$ cat src/rtl/mem_access_stage.sv
`default_nettype none
// ============================================================================
// Module   : mem_access_stage
// Brief    : Memory stage of the five-stage core. Issues data-bus requests for
//            loads and stores, aligns store data / byte enables, extracts and
//            extends load data, and produces the MEM/WB pipeline register.
//            Stalls upstream while a bus transaction is outstanding.
// Options  : MEM_MISALIGN_TRAP_EN - flag misaligned half/word accesses, suppress
//            the bus request and write a W bubble instead.
// Revision : 1.0 - initial release
// ============================================================================
module mem_access_stage (
  input  logic        clk,
  input  logic        rst,
  input  logic        reg_wrM,
  input  logic [1:0]  wb_selM,
  input  logic [2:0]  funct3M,
  input  logic [4:0]  waddrM,
  input  logic [6:0]  instr_opcodeM,
  input  logic [31:0] AddrM,
  input  logic [31:0] ALUResultM,
  input  logic [31:0] SrcB_forwardM,
  output logic        dbus_req,
  output logic        dbus_we,
  output logic [31:0] dbus_addr,
  output logic [31:0] dbus_wdata,
  output logic [3:0]  dbus_be,
  input  logic        dbus_gnt,
  input  logic        dbus_rvalid,
  input  logic [31:0] dbus_rdata,
  output logic        stall_mem,
  output logic        misalign,
  output logic        reg_wrW,
  output logic [1:0]  wb_selW,
  output logic [4:0]  waddrW,
  output logic [31:0] AddrW,
  output logic [31:0] ALUResultW,
  output logic [31:0] rdataW
);

  localparam logic [6:0] c_OP_LOAD  = 7'b0000011;
  localparam logic [6:0] c_OP_STORE = 7'b0100011;

  localparam logic [0:0] c_S_IDLE = 1'b0;
  localparam logic [0:0] c_S_WAIT = 1'b1;

  logic [0:0]  r_state;
  logic [0:0]  w_state_nxt;
  logic [2:0]  r_f3;
  logic [1:0]  r_off;

  logic        w_is_load;
  logic        w_is_store;
  logic        w_memop;
  logic        w_mis;
  logic        w_req;
  logic        w_stall;
  logic        w_done;
  logic        w_latch;
  logic [31:0] w_wdata;
  logic [3:0]  w_be;
  logic [7:0]  w_byte;
  logic [15:0] w_half;
  logic [31:0] w_ldata;

  assign w_is_load  = (instr_opcodeM == c_OP_LOAD);
  assign w_is_store = (instr_opcodeM == c_OP_STORE);
  assign w_memop    = w_is_load | w_is_store;

`ifdef MEM_MISALIGN_TRAP_EN
  // Misalignment check: half accesses need addr[0]=0, word accesses addr[1:0]=0.
  // Only evaluated in IDLE; a load sitting in WAIT was already found aligned.
  always_comb begin
    w_mis = 1'b0;
    if (w_memop && (r_state == c_S_IDLE)) begin
      case (funct3M[1:0])
        2'b01:   w_mis = ALUResultM[0];
        2'b10:   w_mis = |ALUResultM[1:0];
        default: w_mis = 1'b0;
      endcase
    end
  end
`else
  assign w_mis = 1'b0;
`endif

  // State register: IDLE issues requests, WAIT holds for load data.
  always_ff @(posedge clk) begin
    if (rst) r_state <= c_S_IDLE;
    else     r_state <= w_state_nxt;
  end

  // Next-state: a granted load waits for rvalid; a stray gnt in WAIT is ignored.
  always_comb begin
    w_state_nxt = r_state;
    case (r_state)
      c_S_IDLE: if (w_is_load && !w_mis && dbus_gnt) w_state_nxt = c_S_WAIT;
      c_S_WAIT: if (dbus_rvalid)                      w_state_nxt = c_S_IDLE;
      default:  w_state_nxt = c_S_IDLE;
    endcase
  end

  // FSM outputs: w_done means the M instruction retires into W this cycle.
  always_comb begin
    w_req   = 1'b0;
    w_done  = 1'b0;
    w_stall = 1'b0;
    w_latch = 1'b0;
    case (r_state)
      c_S_IDLE: begin
        if (!w_memop) begin
          w_done = 1'b1;
        end else if (!w_mis) begin
          w_req = 1'b1;
          if (w_is_store && dbus_gnt) begin
            w_done = 1'b1;
          end else begin
            w_stall = 1'b1;
            w_latch = w_is_load & dbus_gnt;
          end
        end
      end
      c_S_WAIT: begin
        if (dbus_rvalid) w_done  = 1'b1;
        else             w_stall = 1'b1;
      end
      default: ;
    endcase
  end

  // Capture size/sign and byte offset of a granted load for later extraction.
  always_ff @(posedge clk) begin
    if (rst) begin
      r_f3  <= 3'd0;
      r_off <= 2'd0;
    end else if (w_latch) begin
      r_f3  <= funct3M;
      r_off <= ALUResultM[1:0];
    end
  end

  // Store lane replication and byte enables from the low address bits.
  always_comb begin
    w_wdata = SrcB_forwardM;
    w_be    = 4'b1111;
    case (funct3M[1:0])
      2'b00: begin
        w_wdata = {4{SrcB_forwardM[7:0]}};
        w_be    = 4'b0001 << ALUResultM[1:0];
      end
      2'b01: begin
        w_wdata = {2{SrcB_forwardM[15:0]}};
        w_be    = ALUResultM[1] ? 4'b1100 : 4'b0011;
      end
      default: begin
        w_wdata = SrcB_forwardM;
        w_be    = 4'b1111;
      end
    endcase
  end

  // Bus outputs are forced to zero outside an active request and during reset.
  assign dbus_req   = w_req & ~rst;
  assign dbus_we    = dbus_req & w_is_store;
  assign dbus_addr  = dbus_req ? {ALUResultM[31:2], 2'b00} : 32'd0;
  assign dbus_wdata = dbus_we ? w_wdata : 32'd0;
  assign dbus_be    = dbus_we ? w_be : 4'b0000;
  assign stall_mem  = w_stall & ~rst;
  assign misalign   = w_mis & ~rst;

  // Load extraction: pick the lane by latched offset, then sign/zero extend.
  always_comb begin
    w_byte  = dbus_rdata[{r_off, 3'b000} +: 8];
    w_half  = r_off[1] ? dbus_rdata[31:16] : dbus_rdata[15:0];
    case (r_f3[1:0])
      2'b00:   w_ldata = {{24{~r_f3[2] & w_byte[7]}}, w_byte};
      2'b01:   w_ldata = {{16{~r_f3[2] & w_half[15]}}, w_half};
      default: w_ldata = dbus_rdata;
    endcase
  end

  // MEM/WB register: retiring instructions pass through, everything else is a bubble.
  always_ff @(posedge clk) begin
    if (rst || !w_done) begin
      reg_wrW    <= 1'b0;
      wb_selW    <= 2'd0;
      waddrW     <= 5'd0;
      AddrW      <= 32'd0;
      ALUResultW <= 32'd0;
      rdataW     <= 32'd0;
    end else begin
      reg_wrW    <= reg_wrM;
      wb_selW    <= wb_selM;
      waddrW     <= waddrM;
      AddrW      <= AddrM;
      ALUResultW <= ALUResultM;
      rdataW     <= (r_state == c_S_WAIT) ? w_ldata : 32'd0;
    end
  end

endmodule
`default_nettype wire
$ cat config.mk
export PLATFORM = sky130hd
export DESIGN_NAME = mem_access_stage
export DESIGN_NICKNAME = d
export VERILOG_FILES = /design/src/rtl/mem_access_stage.sv
export SDC_FILE = /design/constraint.sdc
export NUM_CORES = 1
export LEC_CHECK = 0
export ABC_CLOCK_PERIOD_IN_PS = 5400
export BUFFER_PORTS_ARGS = -buffer_cell sky130_fd_sc_hd__buf_4
export CELL_PAD_IN_SITES_DETAIL_PLACEMENT = 1
export CELL_PAD_IN_SITES_GLOBAL_PLACEMENT = 1
export CORE_AREA = 2 2 126 128
export DETAILED_ROUTE_END_ITERATION = 10
export DIE_AREA = 0 0 128 130
export GPL_ROUTABILITY_DRIVEN = 0
export PLACE_DENSITY_LB_ADDON = 0.1
export SYNTH_ARGS = -nofsm -noshare
export SYNTH_HDL_FRONTEND = slang
export SYNTH_SLANG_ARGS = --single-unit
$ cat constraint.sdc
create_clock -name clk -period 5.4 [get_ports clk]
set_input_delay 1.35 -clock clk [delete_from_list [all_inputs] [get_ports clk]]
set_output_delay 1.35 -clock clk [all_outputs]
set_load 0.005 [all_outputs]
Word-level counts from Yosys, hierarchy flattened
Cells that the tools add are included.

operators by class
  eq/ne operators = 4
  shift-type cells = 2
  mux-type cells = 23
  bitwise gates (word level) = 10
  reduce and logical (&&, ||, !) cells = 7

operator list
  kind                   count
  $pmux W32 S2           2
  $mux W32               2
  $shiftx A32 B6 Y8      1
  $mux W16               1
  $mux W1                12
  $mux W4                2
  $pmux W4 S2            1
  $eq A7 B2 Y1 const B   1
  $eq A7 B6 Y1 const B   1
  $and A1 B1 Y1          6
  $pmux W1 S2            3
  $eq A2 B1 Y1 const B   2
  $logic_not A2 Y1       2
  $shl A1 B2 Y4 const A  1
  $not A1 Y1             3
  $logic_and A1 B1 Y1    2
  $reduce_or A2 Y1       1
  $logic_not A1 Y1       1
  $logic_or A1 B1 Y1     1
  $or A1 B1 Y1           1

storage, ports and cells
  register bits after elaboration = 110
  input port bits = 150

Depth between registers and ports, before layout
Gate-level depths: netlist of run 1.

  depth in word-level cells = 8
  depth in mapped cells = 6
  depth with buffers taken out = 5

Least setup slack after synthesis of run 1
No wires, ideal clock.

  kind = input -> output
  start point = input port instr_opcodeM[2]
  end point = output port dbus_wdata[16]
  data arrival time = 2.567 ns
  setup slack = 1.483 ns
  cell stages on the path = 6
  path buffers = 2
  cells stage by stage = nor4_4 > nand3_2 > or3_1 > buf_2 > buf_6 > nor2_1

between the ends
  word-level cells in the longest chain between the ends = 7
  elaborated cells between the ends (all ways) = 8
  classes of those cells = eq/ne: 2; mux: 3; bitwise: 3

RTL lines
  item                                                 line    RTL
  start: declaration                                   19      input logic [6:0] instr_opcodeM,
  $eq A7 B2 Y1 / $eq A7 B6 Y1 (equally long branches)  66, 67
  $or A1 B1 Y1                                         68      assign w_memop = w_is_load | w_is_store;
  $mux W1                                              111     if (!w_memop) begin
  $mux W1                                              109     case (r_state)
  $and A1 B1 Y1                                        163     assign dbus_req = w_req & ~rst;
  $and A1 B1 Y1 (*)                                    164     assign dbus_we = dbus_req & w_is_store;
  $mux W32 (*)                                         166     assign dbus_wdata = dbus_we ? w_wdata : 32'd0;
  end: declaration                                     26      output logic [31:0] dbus_wdata,

Every way passes the cells marked *; elsewhere a longest branch is shown, timed or not.

Worst setup path in the final report of run 1
  start point = input port instr_opcodeM[2]
  end point = output port dbus_wdata[3]

Same word-level chain as after synthesis.

==> metrics.cfg, run 1 <==
[sta]
slew_headroom = 0.3535
slew_viol_final = 0
tns_ps = 0
setup_viol = 0
rsz0062_at_grt = false
finalCriticalPeriod_ps = 4672
period_share = 0.8652
worst_slew_pin_slew_ps = 961.5
setup_ws_ps = 727.8
max_freq_mhz = 214.0
final_hold_viol_count = 0
clock_skew_ps = 10.45

[routing]
routed_wl_mm = 17.38
viasPerCell = 4.648
wl_per_cell_um = 17.11
postRouteAntennaNets = 0
dr.pass1.iters = 4
num_vias = 4722
drcViolationCount = 0
drt_iter0_markers = 202

[pwr]
irDropWorstVdd_mv = 0.1439
pwr-share-clk = 0.377
cellInternalPower_w = 0.001311
switching_share = 0.2432
p_leak_nw = 3.526
p_sw_w = 0.0004213
powerDensity_nw_per_um2 = 237.7
combPwrFrac = 0.133
p_seq_frac = 0.490

[clock_network]
cts_tree = done
holdBufCountCts = 0
clk_path_buf_depth = 2
h-tree-depth = 3
cts_setup_buffers = 0
cts_root_buf = clkbuf_16
clkTransAtPathRegs_ps = 70
cts.sinks = 110
cts_resized = 0
insertion_delay_ps = 350
cts_buffers = 9

[worst_setup_path]
end_kind = output pin
critPathArrivalTime_ps = 3320
startpoint_type = input port
cp_max_fo = 32
cpMaxStageDelayCell = or3_1
worst_r2r_path_depth = 4
crit_type = in -> out
cp_common_cell = buf_4
crit_chain = buf_4, nor4_4, nand3_2, buf_4, or3_1, buf_4, inv_1, and2_1, buf_4
slowest_delay_ps = 390
worstPathRequired_ps = 4050

[global_route]
grt_max_degree = 46
grt_overflow = 0
grt_pass1_wl_mm = 24.99
use_met1 = 0.2232
grt_pass1_vias = 4675
grt_antenna_before_repair = 0
met2_usage = 0.3492
grt_util_met3 = 0.05822
grt_util_all_layers = 0.1941
busiest_layer = met2

[logic_synthesis]
synth-xor-area-share = 0
synth.most_common_cell = dfxtp_1
synth-simple-area-share = 0.2945
synth_compound_area_frac = 0.1050
synth_edf_count = 0
yosys.area.top_type_share = 0.4927
yosys.cell_types.count = 36
yosys_register_bits = 110
synth_mux_area_frac = 0.06383
ys.warnings.count = 0
synthAdderAreaFrac = 0
synth_top_family_by_area = simple AND/OR/NAND/NOR gates
async_flop_share = 0
syn_area_per_cell_um2 = 8.611
synth_cells = 519
yosysSeqAreaShare = 0.4927
synth_common_cells = dfxtp_1 (110), nor2_1 (100), and2_1 (50)
ys_top_cells_by_area = dfxtp_1 (49%), nor2_1 (8.4%), and2_1 (7.0%), mux2i_1 (5.4%), nand2b_1 (5.0%)
synth_area_um2 = 4469
synthFlopType = dfxtp_1
yosys.area.top_type = dfxtp_1

[place]
pre_cts_ws_ps = 714.3
dp_hpwl_mm = 13.70
port_buffers = 322

[floorplan]
core_um2 = 15420
rows = 46
initial_utilization = 0.2897
die_w_um = 128
die_height_um = 130
io_pins = 326
die_area_um2 = 16640

[finish]
nFillCells = 1842
diodes = 0
syn2layout_area_growth_pct = 63.05
drive_gt1_frac = 0.4357
final_nets = 969

[run_status]
status = finished clean

[worst_hold_path]
hold_path.class = reg -> reg
whs_path_depth = 2

[job]
cap_violations = 0

[critical path, delay by kind of cell]
| kind | cells | cell delay, ps |
|---|---|---|
| buffers and inverters | 5 | 990 |
| AND/OR/NAND/NOR | 4 | 970 |
[per-stage QoR]
step           hold WS (ps)  area [um^2]  std cells   power, W  utilization
3_3_place_gp          546.3         6993       1000   0.001096       0.4534
4_1_cts               570.6         7287       1016   0.001757       0.4724
5_1_grt               601.5         7287       1016   0.001811       0.4724
2_1_floorplan         492.3         4477        521  0.0009390            -
3_5_place_dp          559.7         6993       1000   0.001101       0.4534
6_report              562.0         7287       1016   0.001732       0.4724
[power by group through the flow]
| stage | registers (W) | clock network, W | logic [W] |
|---|---|---|---|
| after CTS | 0.000849 | 0.000674 | 0.000234 |
| final | 0.000848 | 0.000653 | 0.000231 |
| after floorplan | 0.000871 | 0 | 0.0000681 |
| after global routing | 0.000851 | 0.000709 | 0.000251 |
| after global placement | 0.000867 | 0 | 0.000229 |
| after detailed placement | 0.000868 | 0 | 0.000234 |
[metal layers]
layer	vias to the layer above	routed length, um
li1	2298	-
met1	2207	6858
met2	205	8905
met3	12	1418
met4	0	201
met5	-	0
[layout by cell type (no fill, tap or decap), drive strengths merged, types with 2 or more instances in the layout]
master,count
o32ai,7
mux2i,24
o22ai,2
nor2b,12
clkinv,4
dfxtp,110
conb,3
buf,327
o21ai,9
clkbuf,10
a31oi,8
inv,5
and2,50
nand2,45
mux4,2
o221a,7
nand2b,36
nor2,100
nor3,14
a21oi,37
[cells by family after synthesis]
group / after synthesis
simple gates: 266
flops: 110
compound gates: 73
buf+inv: 43
mux: 26
other cells: 1
[flip-flops by register name, indices dropped and copies added (netlist names), 2 cells and up]
register / flops
r_f3: 3
AddrW: 32
r_off: 2
rdataW: 32
ALUResultW: 32
wb_selW: 2
waddrW: 5
[path summary, 6_finish.rpt]
check	endpoint	start	slack (ps)
max	dbus_wdata[3]	instr_opcodeM[2]	730
min	r_f3[2]$_SDFFE_PP0P_	r_f3[2]$_SDFFE_PP0P_	560
max reg2reg	rdataW[9]$_SDFF_PP0_	r_off[1]$_SDFFE_PP0P_	3100
min reg2reg	r_f3[2]$_SDFFE_PP0P_	r_f3[2]$_SDFFE_PP0P_	560
[area by class of cell]
| class | instances | area [um^2] | area share |
|---|---|---|---|
| Clock buffer | 10 | 239.0 | 0.03280 |
| Clock inverter | 6 | 55.05 | 0.007555 |
| Inverter | 3 | 11.26 | 0.001545 |
| Multi-Input combinational cell | 368 | 2085 | 0.2861 |
| Sequential cell | 110 | 2202 | 0.3022 |
| Tap cell | 192 | 240.2 | 0.03297 |
| Timing Repair Buffer | 327 | 2455 | 0.3369 |
Note: power is estimated with default switching activity, not from simulation.
==> run 2: changes to the inputs <==
==> constraint.sdc (replaced) <==
create_clock -name clk -period 5.4 [get_ports clk]
set_input_delay 1.35 -clock clk [delete_from_list [all_inputs] [get_ports clk]]
set_output_delay 1.35 -clock clk [all_outputs]
set_load 0.02 [all_outputs]
==> run 2 against run 1 <==
  * Maximum frequency shrank 0.55%
  * Clock power grew 1%
  * Cell count is the same
  * Critical path depth is the same
  * Register-to-register slack gained 80 ps
  * Core utilization is essentially flat
  * Wire length shrank 1.0%
  * Die area is the same
  * Combinational power grew 16%
  * Sequential power is essentially flat
==> metrics.cfg, run 2 (synthesis results as in run 1) <==
[place]
pre_cts_ws_ps = 662.7  ; was 714.3 ps
dp_hpwl_mm = 13.54  ; was 13.70 mm
port_buffers = 322  ; unchanged

[run_status]
status = finished clean  ; unchanged

[worst_setup_path]
worst_r2r_path_depth = 4  ; unchanged
startpoint_type = input port  ; unchanged
r2r_end = rdataW[13]$_SDFF_PP0_  ; was rdataW[9]$_SDFF_PP0_
r2r-start = r_off[1]$_SDFFE_PP0P_  ; unchanged
r2r_slack_ps = 3180  ; was 3100 ps
cp_max_fo = 32  ; unchanged
end_kind = output pin  ; unchanged
critPathArrivalTime_ps = 3350  ; was 3320 ps
worstPathRequired_ps = 4050  ; about the same
crit_type = in -> out  ; unchanged

[global_route]
grt_util_met3 = 0.05043  ; was 0.05822
use_met1 = 0.2273  ; was 0.2232
grt_overflow = 0  ; unchanged
grt_util_all_layers = 0.1963  ; was 0.1941
met2_usage = 0.3551  ; was 0.3492
grt_antenna_before_repair = 0  ; unchanged
grt_pass1_wl_mm = 25.07  ; was 24.99 mm
grt_max_degree = 46  ; unchanged
busiest_layer = met2  ; unchanged
grt_pass1_vias = 4620  ; was 4675

[sta]
worst_slew_pin_slew_ps = 915.5  ; was 961.5 ps
finalCriticalPeriod_ps = 4698  ; was 4672 ps
max_freq_mhz = 212.8  ; was 214.0 MHz
rsz0062_at_grt = false  ; unchanged
slew_headroom = 0.3845  ; was 0.3535
final_hold_viol_count = 0  ; unchanged
period_share = 0.8700  ; was 0.8652
clock_skew_ps = 10.94  ; was 10.45 ps
slew_viol_final = 0  ; unchanged
setup_viol = 0  ; unchanged
setup_ws_ps = 701.8  ; was 727.8 ps
tns_ps = 0  ; unchanged

[routing]
drcViolationCount = 0  ; unchanged
drt_iter0_markers = 205  ; was 202
routed_wl_mm = 17.21  ; was 17.38 mm
wl_per_cell_um = 16.94  ; was 17.11 um
postRouteAntennaNets = 0  ; unchanged
viasPerCell = 4.614  ; was 4.648
dr.pass1.iters = 4  ; unchanged
num_vias = 4688  ; was 4722

[worst_hold_path]
hold_path.class = reg -> reg  ; unchanged
hold_end = r_f3[2]$_SDFFE_PP0P_  ; unchanged
hold_path.startpoint = r_f3[2]$_SDFFE_PP0P_  ; unchanged
whs_path_depth = 2  ; unchanged

[clock_network]
h-tree-depth = 3  ; unchanged
cts_resized = 0  ; unchanged
cts_tree = done  ; unchanged
insertion_delay_ps = 350  ; about the same
cts_buffers = 9  ; unchanged
holdBufCountCts = 0  ; unchanged
cts_setup_buffers = 0  ; unchanged
clkTransAtPathRegs_ps = 70  ; about the same
cts_root_buf = clkbuf_16  ; unchanged
clk_path_buf_depth = 2  ; unchanged
cts.sinks = 110  ; unchanged

[floorplan]
die_w_um = 128  ; unchanged
core_um2 = 15420  ; unchanged
io_pins = 326  ; unchanged
initial_utilization = 0.2897  ; unchanged
die_area_um2 = 16640  ; unchanged
die_height_um = 130  ; unchanged
rows = 46  ; unchanged

[finish]
syn2layout_area_growth_pct = 63.19  ; was 63.05%
top_regs = ALUResultW (32), AddrW (32), rdataW (32)  ; unchanged
final_core_util = 0.4728  ; was 0.4724
nFillCells = 1844  ; was 1842
final_common_cell = buf_4  ; unchanged
ff_latch_area_um2 = 2202  ; unchanged
drive_gt1_frac = 0.4357  ; unchanged
final_nets = 969  ; unchanged
most-common-layout-cells = buf_4 (327), dfxtp_1 (110), nor2_1 (99)  ; unchanged
multiInputGateArea_um2 = 2085  ; unchanged
diodes = 0  ; unchanged

[pwr]
cellInternalPower_w = 0.001326  ; was 0.001311 W
p_sw_w = 0.0004521  ; was 0.0004213 W
powerDensity_nw_per_um2 = 243.8  ; was 237.7 nW/um^2
p_leak_nw = 3.525  ; was 3.526 nW
total_power_w = 0.001778  ; was 0.001732 W
combPwrFrac = 0.151  ; was 0.133
pwr-share-clk = 0.372  ; was 0.377
p_seq_frac = 0.477  ; was 0.490
switching_share = 0.2542  ; was 0.2432
irDropWorstVdd_mv = 0.1470  ; was 0.1439 mV

[job]
cap_violations = 0  ; unchanged

==> run 2: cell type report <==
type                    count  share of cell area
clock buffers              11             0.03465
clock inverters             5            0.006519
inverters                   3            0.001544
multi-input cells         368              0.2858
flip-flops and latches    110              0.3019
well taps                 192             0.03294
repair buffers            327              0.3366
==> run 2: layer usage <==
metal	vias to the layer above	share of wire
li1	2295	-
met1	2182	0.40
met2	196	0.51
met3	15	0.072
met4	0	0.016
met5	-	0
==> run 2: worst max path at each step <==
stage | start | end | slack, ps
floorplan | instr_opcodeM[2] | dbus_wdata[16] | 1300
global placement | instr_opcodeM[2] | dbus_wdata[3] | 740
detailed placement | instr_opcodeM[2] | dbus_wdata[3] | 660
CTS | instr_opcodeM[2] | dbus_wdata[3] | 670
global route | instr_opcodeM[2] | dbus_wdata[3] | 580
finish | instr_opcodeM[2] | dbus_wdata[3] | 700
==> run 2: through the flow <==
step                      std cells  hold WS, ps  cell area [um^2]
after floorplan                 521        492.3              4477
after global placement         1000        546.0              6993
final                          1016        575.1              7293
after detailed placement       1000        560.9              6993
after global routing           1016        638.7              7293
after CTS                      1016        575.0              7293
==> run 2: power groups by stage <==
stage / Clock [W] / Sequential (W) / Combinational (W)
after floorplan: 0 / 0.000905 / 0.0000706
after global placement: 0 / 0.000867 / 0.000267
after detailed placement: 0 / 0.000868 / 0.000271
after CTS: 0.000688 / 0.000849 / 0.000272
after global routing: 0.000722 / 0.000852 / 0.000289
final: 0.000661 / 0.000849 / 0.000268
==> run 2: worst max-delay path: stages <==
cell and delay, ps:
buf_4 120, nor4_4 310, nand3_2 100, buf_4 250, or3_1 380, buf_4 240
inv_1 270, and2_1 180, buf_4 150
